File: src/rtl/out_port_scheduler_pkg.sv
// Shared constants for the output-port scheduler: default geometry and FSM encoding.
// Latency: n/a (declarations only).
// Backpressure: n/a (declarations only).
package out_port_scheduler_pkg;

  // Default switch geometry
  localparam int PORT_NUB_DEF   = 4;
  localparam int DATA_WIDTH_DEF = 8;

  // Read-issue FSM: IDLE = nothing to read or no credit, READ = rd_en high this cycle
  typedef enum logic {
    ST_IDLE = 1'b0,
    ST_READ = 1'b1
  } sched_state_t;

endpackage

File: src/rtl/out_port_scheduler_fifo.sv
// Output buffer: stores data words tagged with their source port index.
// Latency: a word pushed at one edge is visible at the head from the next cycle.
// Backpressure: pushes when full and pops when empty are ignored; the caller's credit prevents overflow.
module sched_out_fifo #(
  parameter int DW    = 8,
  parameter int SW    = 2,
  parameter int DEPTH = 4
) (
  input  logic                         clk,
  input  logic                         rst,
  input  logic                         push,
  input  logic [DW-1:0]                push_data,
  input  logic [SW-1:0]                push_src,
  input  logic                         pop,
  output logic [DW-1:0]                head_data,
  output logic [SW-1:0]                head_src,
  output logic                         head_vld,
  output logic [$clog2(DEPTH+1)-1:0]   count
);

  localparam int AW = $clog2(DEPTH);
  localparam int CW = $clog2(DEPTH + 1);

  logic [DW+SW-1:0] mem [DEPTH];
  logic [AW-1:0]    wr_ptr;
  logic [AW-1:0]    rd_ptr;
  logic             do_push;
  logic             do_pop;

  assign do_push  = push && (count != CW'(DEPTH));
  assign do_pop   = pop && (count != '0);
  assign head_vld = (count != '0);

  // Head word is forced to zero when empty so reset and idle outputs read as 0
  always_comb begin
    {head_src, head_data} = '0;
    if (head_vld) {head_src, head_data} = mem[rd_ptr];
  end

  // Pointers and occupancy; simultaneous push and pop leaves count unchanged
  always_ff @(posedge clk or posedge rst) begin
    if (rst) begin
      wr_ptr <= '0;
      rd_ptr <= '0;
      count  <= '0;
    end else begin
      if (do_push) wr_ptr <= wr_ptr + 1'b1;
      if (do_pop)  rd_ptr <= rd_ptr + 1'b1;
      case ({do_push, do_pop})
        2'b10:   count <= count + 1'b1;
        2'b01:   count <= count - 1'b1;
        default: count <= count;
      endcase
    end
  end

  // Storage array needs no reset: head is masked by count
  always_ff @(posedge clk) begin
    if (do_push) mem[wr_ptr] <= {push_src, push_data};
  end

endmodule

File: src/rtl/out_port_scheduler.sv
// Output-port scheduler: round-robin reads from per-input switch queues into a credited output buffer (SCHED_BURST_EN enables burst grants).
// Latency: rd_en to tx_valid is 2 cycles into an empty buffer; data_in arrives one cycle after rd_en.
// Backpressure: reads stop once buffered plus in-flight words reach OUT_DEPTH; head holds while tx_ready is low.
module out_port_scheduler
  import out_port_scheduler_pkg::*;
#(
  parameter int PORT_NUB   = PORT_NUB_DEF,
  parameter int DATA_WIDTH = DATA_WIDTH_DEF,
  parameter int OUT_DEPTH  = 4,
  parameter int BURST_LEN  = 4,
  localparam int WIDTH_SEL = $clog2(PORT_NUB)
) (
  input  logic                  clk,
  input  logic                  rst,
  input  logic [PORT_NUB-1:0]   empty,
  output logic [WIDTH_SEL-1:0]  rd_sel,
  output logic                  rd_en,
  input  logic [DATA_WIDTH-1:0] data_in,
  output logic [DATA_WIDTH-1:0] tx_data,
  output logic                  tx_valid,
  input  logic                  tx_ready,
  output logic [WIDTH_SEL-1:0]  tx_src
);

  sched_state_t                      state_q;
  sched_state_t                      state_d;
  logic [WIDTH_SEL-1:0]              last_grant_q;
  logic [WIDTH_SEL-1:0]              rr_base;
  logic [WIDTH_SEL-1:0]              cand;
  logic [WIDTH_SEL-1:0]              rr_idx;
  logic                              rr_found;
  logic [WIDTH_SEL-1:0]              pick_idx;
  logic                              src_ok;
  logic                              credit_ok;
  logic                              inflight_q;
  logic [WIDTH_SEL-1:0]              inflight_src_q;
  logic [$clog2(OUT_DEPTH+1)-1:0]    fifo_count;

  // Credit counts buffered plus in-flight words; a same-cycle pop is not credited
  assign credit_ok = (int'(fifo_count) + int'(inflight_q)) < OUT_DEPTH;

  // Round-robin search for the first non-empty queue after the base index
  always_comb begin
    rr_found = 1'b0;
    rr_idx   = '0;
    cand     = '0;
    for (int k = 1; k <= PORT_NUB; k++) begin
      cand = WIDTH_SEL'((int'(rr_base) + k) % PORT_NUB);
      if (!rr_found && !empty[cand]) begin
        rr_found = 1'b1;
        rr_idx   = cand;
      end
    end
  end

`ifdef SCHED_BURST_EN
  localparam int BCW = $clog2(BURST_LEN + 1);

  logic [BCW-1:0]       burst_cnt_q;
  logic [BCW-1:0]       burst_cnt_nxt;
  logic [WIDTH_SEL-1:0] burst_src_q;
  logic                 burst_open_q;
  logic                 hold;

  // An open burst keeps the grant while its queue still has data
  assign hold          = burst_open_q && !empty[burst_src_q];
  assign src_ok        = hold || rr_found;
  assign pick_idx      = hold ? burst_src_q : rr_idx;
  assign burst_cnt_nxt = hold ? burst_cnt_q + 1'b1 : '0;
  // If the burst source ran dry, move on past it rather than past the previous burst
  assign rr_base       = burst_open_q ? burst_src_q : last_grant_q;

  // Burst bookkeeping: last_grant only advances when a burst closes
  always_ff @(posedge clk or posedge rst) begin
    if (rst) begin
      burst_cnt_q  <= '0;
      burst_src_q  <= '0;
      burst_open_q <= 1'b0;
      last_grant_q <= WIDTH_SEL'(PORT_NUB - 1);
    end else if (rd_en) begin
      if (burst_cnt_nxt == BCW'(BURST_LEN - 1)) begin
        last_grant_q <= rd_sel;
        burst_open_q <= 1'b0;
        burst_cnt_q  <= '0;
      end else begin
        burst_src_q  <= rd_sel;
        burst_open_q <= 1'b1;
        burst_cnt_q  <= burst_cnt_nxt;
      end
    end else if (burst_open_q) begin
      // Source or credit exhausted mid-burst: close it here
      last_grant_q <= burst_src_q;
      burst_open_q <= 1'b0;
      burst_cnt_q  <= '0;
    end
  end
`else
  assign src_ok   = rr_found;
  assign pick_idx = rr_idx;
  assign rr_base  = last_grant_q;

  // Per-word round-robin: every read moves the priority pointer
  always_ff @(posedge clk or posedge rst) begin
    if (rst)        last_grant_q <= WIDTH_SEL'(PORT_NUB - 1);
    else if (rd_en) last_grant_q <= rd_sel;
  end
`endif

  // FSM state register
  always_ff @(posedge clk or posedge rst) begin
    if (rst) state_q <= ST_IDLE;
    else     state_q <= state_d;
  end

  // FSM next state: READ whenever a source is eligible and credit remains
  always_comb begin
    state_d = state_q;
    case (state_q)
      ST_IDLE: if (src_ok && credit_ok)    state_d = ST_READ;
      ST_READ: if (!(src_ok && credit_ok)) state_d = ST_IDLE;
      default:                             state_d = ST_IDLE;
    endcase
  end

  // FSM outputs: read strobe is combinational so empty is honoured the same cycle
  always_comb begin
    rd_en  = (state_d == ST_READ) && !rst;
    rd_sel = rd_en ? pick_idx : '0;
  end

  // Track the read whose data arrives next cycle; reset drops it
  always_ff @(posedge clk or posedge rst) begin
    if (rst) begin
      inflight_q     <= 1'b0;
      inflight_src_q <= '0;
    end else begin
      inflight_q     <= rd_en;
      inflight_src_q <= rd_sel;
    end
  end

  sched_out_fifo #(
    .DW    (DATA_WIDTH),
    .SW    (WIDTH_SEL),
    .DEPTH (OUT_DEPTH)
  ) u_out_fifo (
    .clk       (clk),
    .rst       (rst),
    .push      (inflight_q),
    .push_data (data_in),
    .push_src  (inflight_src_q),
    .pop       (tx_valid && tx_ready),
    .head_data (tx_data),
    .head_src  (tx_src),
    .head_vld  (tx_valid),
    .count     (fifo_count)
  );

endmodule

File: config.mk
export PLATFORM = sky130hd
export DESIGN_NAME = out_port_scheduler
export DESIGN_NICKNAME = d
export VERILOG_FILES = /design/src/rtl/out_port_scheduler_pkg.sv /design/src/rtl/out_port_scheduler_fifo.sv /design/src/rtl/out_port_scheduler.sv
export SDC_FILE = /design/constraint.sdc
export NUM_CORES = 1
export LEC_CHECK = 0
export CAP_MARGIN = 20
export CORE_ASPECT_RATIO = 0.9
export CORE_MARGIN = 3
export CORE_UTILIZATION = 34
export CTS_CLUSTER_SIZE = 12
export DETAILED_ROUTE_END_ITERATION = 6
export GPL_TIMING_DRIVEN = 1
export PLACE_DENSITY_LB_ADDON = 0.08
export SLEW_MARGIN = 30
export SYNTH_ARGS = -nofsm -noshare
export SYNTH_HDL_FRONTEND = slang
export SYNTH_SLANG_ARGS = --single-unit
File: constraint.sdc
create_clock -name clk -period 3.1 [get_ports clk]
set_input_delay 0.62 -clock clk [delete_from_list [all_inputs] [get_ports clk]]
set_output_delay 0.62 -clock clk [all_outputs]
set_load 0.05 [all_outputs]
; After elaboration in Yosys (flattened, before gate mapping)
; Memory sizes are Yosys's and may differ from the RTL's.
; Index checks and enable logic that the tools add are counted.
[word_totals]
out_inout_bits = 14
n_memories = 1
ramBits = 40
in_bits = 15
ff_bits = 12
wordCells = 63
[op_classes]
addsub = 9
n_eq_ne = 3
muxes = 23
order_cmp = 5
n_reduce_logical = 16
[memory_table]
columns = name, depth, word_bits, read_ports, rd_ports_with_merged_regs, write_ports, line_no
row1 = u_out_fifo.mem, 4, 10, 1, 0, 1, out_port_scheduler_fifo.sv:24  ; logic [DW+SW-1:0] mem [DEPTH];
[ops]
columns = op, count
row1 = less-than comparator 2 x 3 -> 1 bit (second input constant), 4
row2 = two-way mux 2 bit, 6
row3 = two-way mux 1 bit, 11
row4 = adder 2 x 1 -> 2 bit (second input constant), 4
row5 = binary-select mux 1 bit (select 2 bit), 4
row6 = logical AND 1 bit, 8
row7 = two-way mux 8 bit, 1
row8 = logical NOT 1 bit, 6
row9 = case mux 3 bit (2 select lines), 1
row10 = adder 2 bit (second input constant), 2
row11 = adder 3 x 1 -> 4 bit, 1
row12 = less-than comparator 4 x 3 -> 1 bit (second input constant), 1
row13 = adder 3 x 1 -> 3 bit (second input constant), 1
row14 = inequality test 3 bit (second input constant), 1
row15 = nonzero test 3 bit, 1
row16 = subtractor 3 x 1 -> 3 bit (second input constant), 1
row17 = == test 2 x 1 -> 1 bit (second input constant), 1
row18 = == test 2 bit (second input constant), 1
row19 = nonzero test 2 bit, 1

; Depth between registers and ports, before layout
; Gate-level depths: netlist (run 1).
[logic_depth]
word_depth = 16
ltp_mapped = 9
ltp_nobuf = 9

; Hierarchy
; A second synthesis (run 1) with hierarchy kept.
[unflattened]
cells_unflattened = 134
hier_area_um2 = 2263.4
[modules_own_cells]
columns = mod, area_each_um2, n_inst, cells_per_inst, seq_area_each_um2
row1 = sched_out_fifo, 1936.9, 1, 101, 1376.3
row2 = out_port_scheduler, 326.6, 1, 33, 127.6

; Worst setup path after synthesis (run 1)
; Ideal clock, no wire load.
[synth_timing]
path_kind = input to output
startpoint = input port rst
endpoint = output port rd_sel[0]
path_stages = 3
arrival_time_ps = 1939
t_required_ps = 2480
path_slack_ps = 541
path_buffers = 0
path_cell_list = a311oi_1 > nand2_1 > a31oi_1
[synth_between]
elab_chain_len = 3
[synth_lines]
columns = item, line_no
row1 = start: declaration, out_port_scheduler.sv:14  ; input logic rst,
row2 = logical NOT 1 bit (no source line), n/a
row3 = logical AND 1 bit, out_port_scheduler.sv:127  ; rd_en = (state_d == ST_READ) && !rst;
row4 = two-way mux 2 bit, out_port_scheduler.sv:128  ; rd_sel = rd_en ? pick_idx : '0;
row5 = end: declaration, out_port_scheduler.sv:16  ; output logic [WIDTH_SEL-1:0] rd_sel,
; Every way passes these cells.

; Worst setup path after layout (run 1)
[layout_timing]
startpoint = register u_out_fifo.count[2]
endpoint = output port tx_data[3]
[layout_between]
elab_chain_len = 2
[layout_lines]
columns = item, line_no
row1 = start: declaration, out_port_scheduler_fifo.sv:18  ; output logic [$clog2(DEPTH+1)-1:0] count
row2 = start signal: assignment, out_port_scheduler_fifo.sv:50  ; 2'b10: count <= count + 1'b1;
row3 = start signal: assignment, out_port_scheduler_fifo.sv:51  ; 2'b01: count <= count - 1'b1;
row4 = start signal: assignment, out_port_scheduler_fifo.sv:52  ; default: count <= count;
row5 = nonzero test 3 bit, out_port_scheduler_fifo.sv:32  ; assign head_vld = (count != '0);
row6 = two-way mux 8 bit, out_port_scheduler_fifo.sv:37  ; if (head_vld) {head_src, head_data} = mem[rd_ptr];
row7 = end: declaration, out_port_scheduler.sv:19  ; output logic [DATA_WIDTH-1:0] tx_data,
; Every way passes these cells.

==> results.py, run 1 <==
metrics = {
    "status": {
        "run_status": "completed",
    },
    "global_routing": {
        "total_global_routing_track_utilization_pct": 10.6,
        "antenna_found_initial": 0,
        "grt_pass1_wl_microns": 5870,
        "grt_max_degree": 16,
        "first_global_vias": 1188,
        "globalRouteOverflowTotal": 0,
    },
    "placed_design": {
        "hpwl_microns": 2600,
        "gpl.final_weighted_congestion": 0.712,
        "io_buffers": 28,
        "post_dp_cell_area_sq_um": 2610,
        "dp.cells": 241,
        "pre_cts_slack_ns": 0.371,
    },
    "worst_setup_path": {
        "worst_path_largest_cell_delay_ns": 0.70,
        "crit-reg2reg-capture": "u_out_fifo.count[2]$_DFFE_PP0P_",
        "r2r-start": "u_out_fifo.count[2]$_DFFE_PP0P_",
        "data_arrival_critical_path_ns": 2.28,
        "critical_path.max_fanout": 13,
        "slowest_stage": "sky130_fd_sc_hd__clkdlybuf4s50_1",
        "family_with_the_most_delay_on_the_worst_path": "simple AND/OR/NAND/NOR gates",
        "timing.setup.critical_path_class": "reg -> out",
        "crit_chain": "or3_1 -> and2_1 -> clkdlybuf4s50_1",
        "cp_num_buf_inv": 1,
        "worst_setup_path_start_kind": "register",
        "worstSetupEndpointType": "primary output",
        "r2r_cells": 8,
        "timing.reg2reg.setup_slack_ns": 0.83,
        "cp.depth": 3,
        "timing.critical_path.required_ns": 2.48,
    },
    "run": {
        "max-cap-violations": 0,
    },
    "worst_hold_path": {
        "worst_hold_path_type": "reg -> reg",
        "min_delay_worst_endpoint": "u_out_fifo.mem[3][9]$_DFFE_PP_",
        "worstHoldStart": "inflight_src_q[1]$_DFF_PP0_",
        "hold_depth": 0,
    },
    "layout": {
        "final_net_count": 182,
        "finished_cell_area_sq_um": 2690,
        "antenna_cells": 0,
        "layout-drive-gt1-share_pct": 15.4,
        "final-instance-count-excl-fill": 249,
        "synthToLayoutAreaGrowth_pct": 22.5,
    },
    "floorplanning": {
        "chipWidth_microns": 90.7,
        "floorplan_die_area_sq_um": 7460,
        "floorplan.io_pins": 29,
        "rows": 27,
        "die_y_microns": 82.3,
        "coreArea_sq_um": 6180,
        "initial_core_util_pct": 35.5,
    },
    "sta": {
        "fmaxAchievable_ghz": 0.344,
        "fin_crit_ns": 2.90,
        "layout_setup_ws_ns": 0.197,
        "timing.final.max_slew_violations": 0,
        "timing.final.crit_share_pct": 93.7,
        "fin_worst_skew_ns": 0.00808,
        "slew-limit-headroom_pct": 60.5,
        "hold_viol": 0,
        "tightestPinTransition_ns": 0.593,
        "grt_setup_unrepaired": "false",
        "setup_viol_count_final": 0,
        "fin_tns_setup_ns": 0,
    },
    "clock_network": {
        "clockBufferDepth": 2,
        "cts-buffers-inserted": 5,
        "post-cts-setup-buffer-count": 0,
        "cts_tree": "yes",
        "clkSinkCount": 52,
        "worst_skew_pair.late_latency_ns": 0.29,
        "ctsHoldBuffers": 0,
        "cts_repair_resize_count": 0,
        "cts_root_buffer": "sky130_fd_sc_hd__clkbuf_8",
        "maximum_level_of_the_cts_h_tree": 2,
        "clk_transition_reported_paths_ns": 0.09,
    },
    "synth": {
        "synth_warnings": 0,
        "synth.avg_cell_area_sq_um": 17.3,
        "synth_seq_area_share_pct": 68.5,
        "synthTopCellsByCount": "sky130_fd_sc_hd__edfxtp_1, sky130_fd_sc_hd__and2_1, sky130_fd_sc_hd__dfrtp_1, sky130_fd_sc_hd__inv_1, sky130_fd_sc_hd__mux4_2",
        "mappedNetlistArea_sq_um": 2200,
        "synth.top_cells.by_area": "sky130_fd_sc_hd__edfxtp_1, sky130_fd_sc_hd__dfrtp_1, sky130_fd_sc_hd__mux4_2",
        "async_flop_share_pct": 23.1,
        "yosys.area.top_type_share_pct": 54.7,
        "synth-edff-count": 40,
        "netlist-cell-type-count": 31,
        "post-synth-top-count-cell": "sky130_fd_sc_hd__edfxtp_1",
        "postSynth.topFlopCell": "sky130_fd_sc_hd__edfxtp_1",
        "synthesized_netlist_cell_count": 127,
        "synthesis.nets": 148,
        "netlist.top_cell.by_area": "sky130_fd_sc_hd__edfxtp_1",
        "synth-seq-cells": 52,
    },
    "detailed_routing": {
        "drtIter0Drc": 66,
        "routedWlPerCell_microns": 15.3,
        "routed_wirelength_microns": 3810,
        "route.vias.total": 1139,
        "route.antenna.remaining_nets": 0,
        "drc": 0,
        "drt_pass1_iterations": 6,
        "route.detailed.vias_per_inst": 4.57,
    },
    "power_and_ir_drop": {
        "power_uw": 2670,
        "static-leakage-power_uw": 0.000955,
        "irDropWorstVdd_v": 0.000436,
        "power.density_cell_area_nw_per_um2": 991,
    },
}
-- sequential cells by signal, summed over array words and instances, names as in the netlist --
signal	count
u_out_fifo.mem	40
u_out_fifo.count	3
inflight_src_q	2
last_grant_q	2
u_out_fifo.rd_ptr	2
u_out_fifo.wr_ptr	2
inflight_q	1
-- how the worst max path moves through the flow --
stage / start / to / slack [ns]
floorplan: rst / rd_sel[0] / 0.54
global route: u_out_fifo.count[2]$_DFFE_PP0P_ / tx_data[6] / 0.10
detailed placement: rst / rd_sel[0] / 0.37
CTS: u_out_fifo.count[2]$_DFFE_PP0P_ / tx_data[3] / 0.14
global placement: rst / rd_sel[0] / 0.44
finish: u_out_fifo.count[2]$_DFFE_PP0P_ / tx_data[3] / 0.20
-- area by class of cell --
cell class,count,area [sq um]
timing repair buffer,30,323
clock buffer,6,72.6
multi-input combinational,62,634
inverter,10,37.5
tap,87,109
fill,550,3490
clock inverter,2,11.3
sequential,52,1500
-- power by group --
part	total [uW]	leakage, uW	internal (uW)	switching, uW
combinational	1280	0.000409	532	744
sequential	1030	0.000507	917	109
clock	365	0.0000388	157	208
total	2670	0.000955	1610	1060
-- layer usage --
layer  part of all wire (%)  up-vias  routed length [microns]  global-route usage, %
li1                       -      543                        -                      -
met1                     46      576                     1760                   12.4
met2                     50       18                     1910                   19.5
met3                    3.3        2                      125                   2.90
met4                   0.63        0                       24                   3.21
met5                      0        -                        0                      0
-- through the flow --
step	hold slack, ns	utilization [%]
floorplan	0.455	-
global placement	0.468	42.2
detailed placement	0.476	42.2
finish	0.503	43.5
global route	0.534	43.5
CTS	0.510	43.5
-- layout by cell type, fill, tap and decap left out, drive strengths merged, types with 2 or more instances in the layout --
| cell | count |
|---|---|
| a21oi | 3 |
| a31oi | 2 |
| and2 | 15 |
| buf | 6 |
| clkbuf | 6 |
| clkdlybuf4s50 | 24 |
| dfrtp | 10 |
| dfstp | 2 |
| edfxtp | 40 |
| ha | 5 |
| inv | 10 |
| mux4 | 10 |
| nand3 | 2 |
| nor2 | 4 |
| nor2b | 2 |
| o21ai | 2 |
| xnor2 | 3 |
| xor2 | 3 |
-- kinds of logic after synthesis --
logic type	after synthesis	share of synthesized area [%]
AOI/OAI and AO/OA	11	3.99
and+or+nand+nor	27	7.18
buffers and inverters	13	2.68
xor gates and xnor gates	6	2.39
DFF	52	68.5
adders and majority gates	6	3.76
muxes	12	11.6
No activity file was read; power rests on OpenSTA's default activity.
==> inputs of run 2 (changes only) <==
--- a/config.mk
+++ b/config.mk
@@ -9,7 +9,7 @@
 export CORE_ASPECT_RATIO = 0.9
 export CORE_MARGIN = 3
 export CORE_UTILIZATION = 34
-export CTS_CLUSTER_SIZE = 12
+export CTS_CLUSTER_SIZE = 40
 export DETAILED_ROUTE_END_ITERATION = 6
 export GPL_TIMING_DRIVEN = 1
 export PLACE_DENSITY_LB_ADDON = 0.08
==> results of run 2 <==
No change in the layout: final DEF, timing and power equal those of run 1.
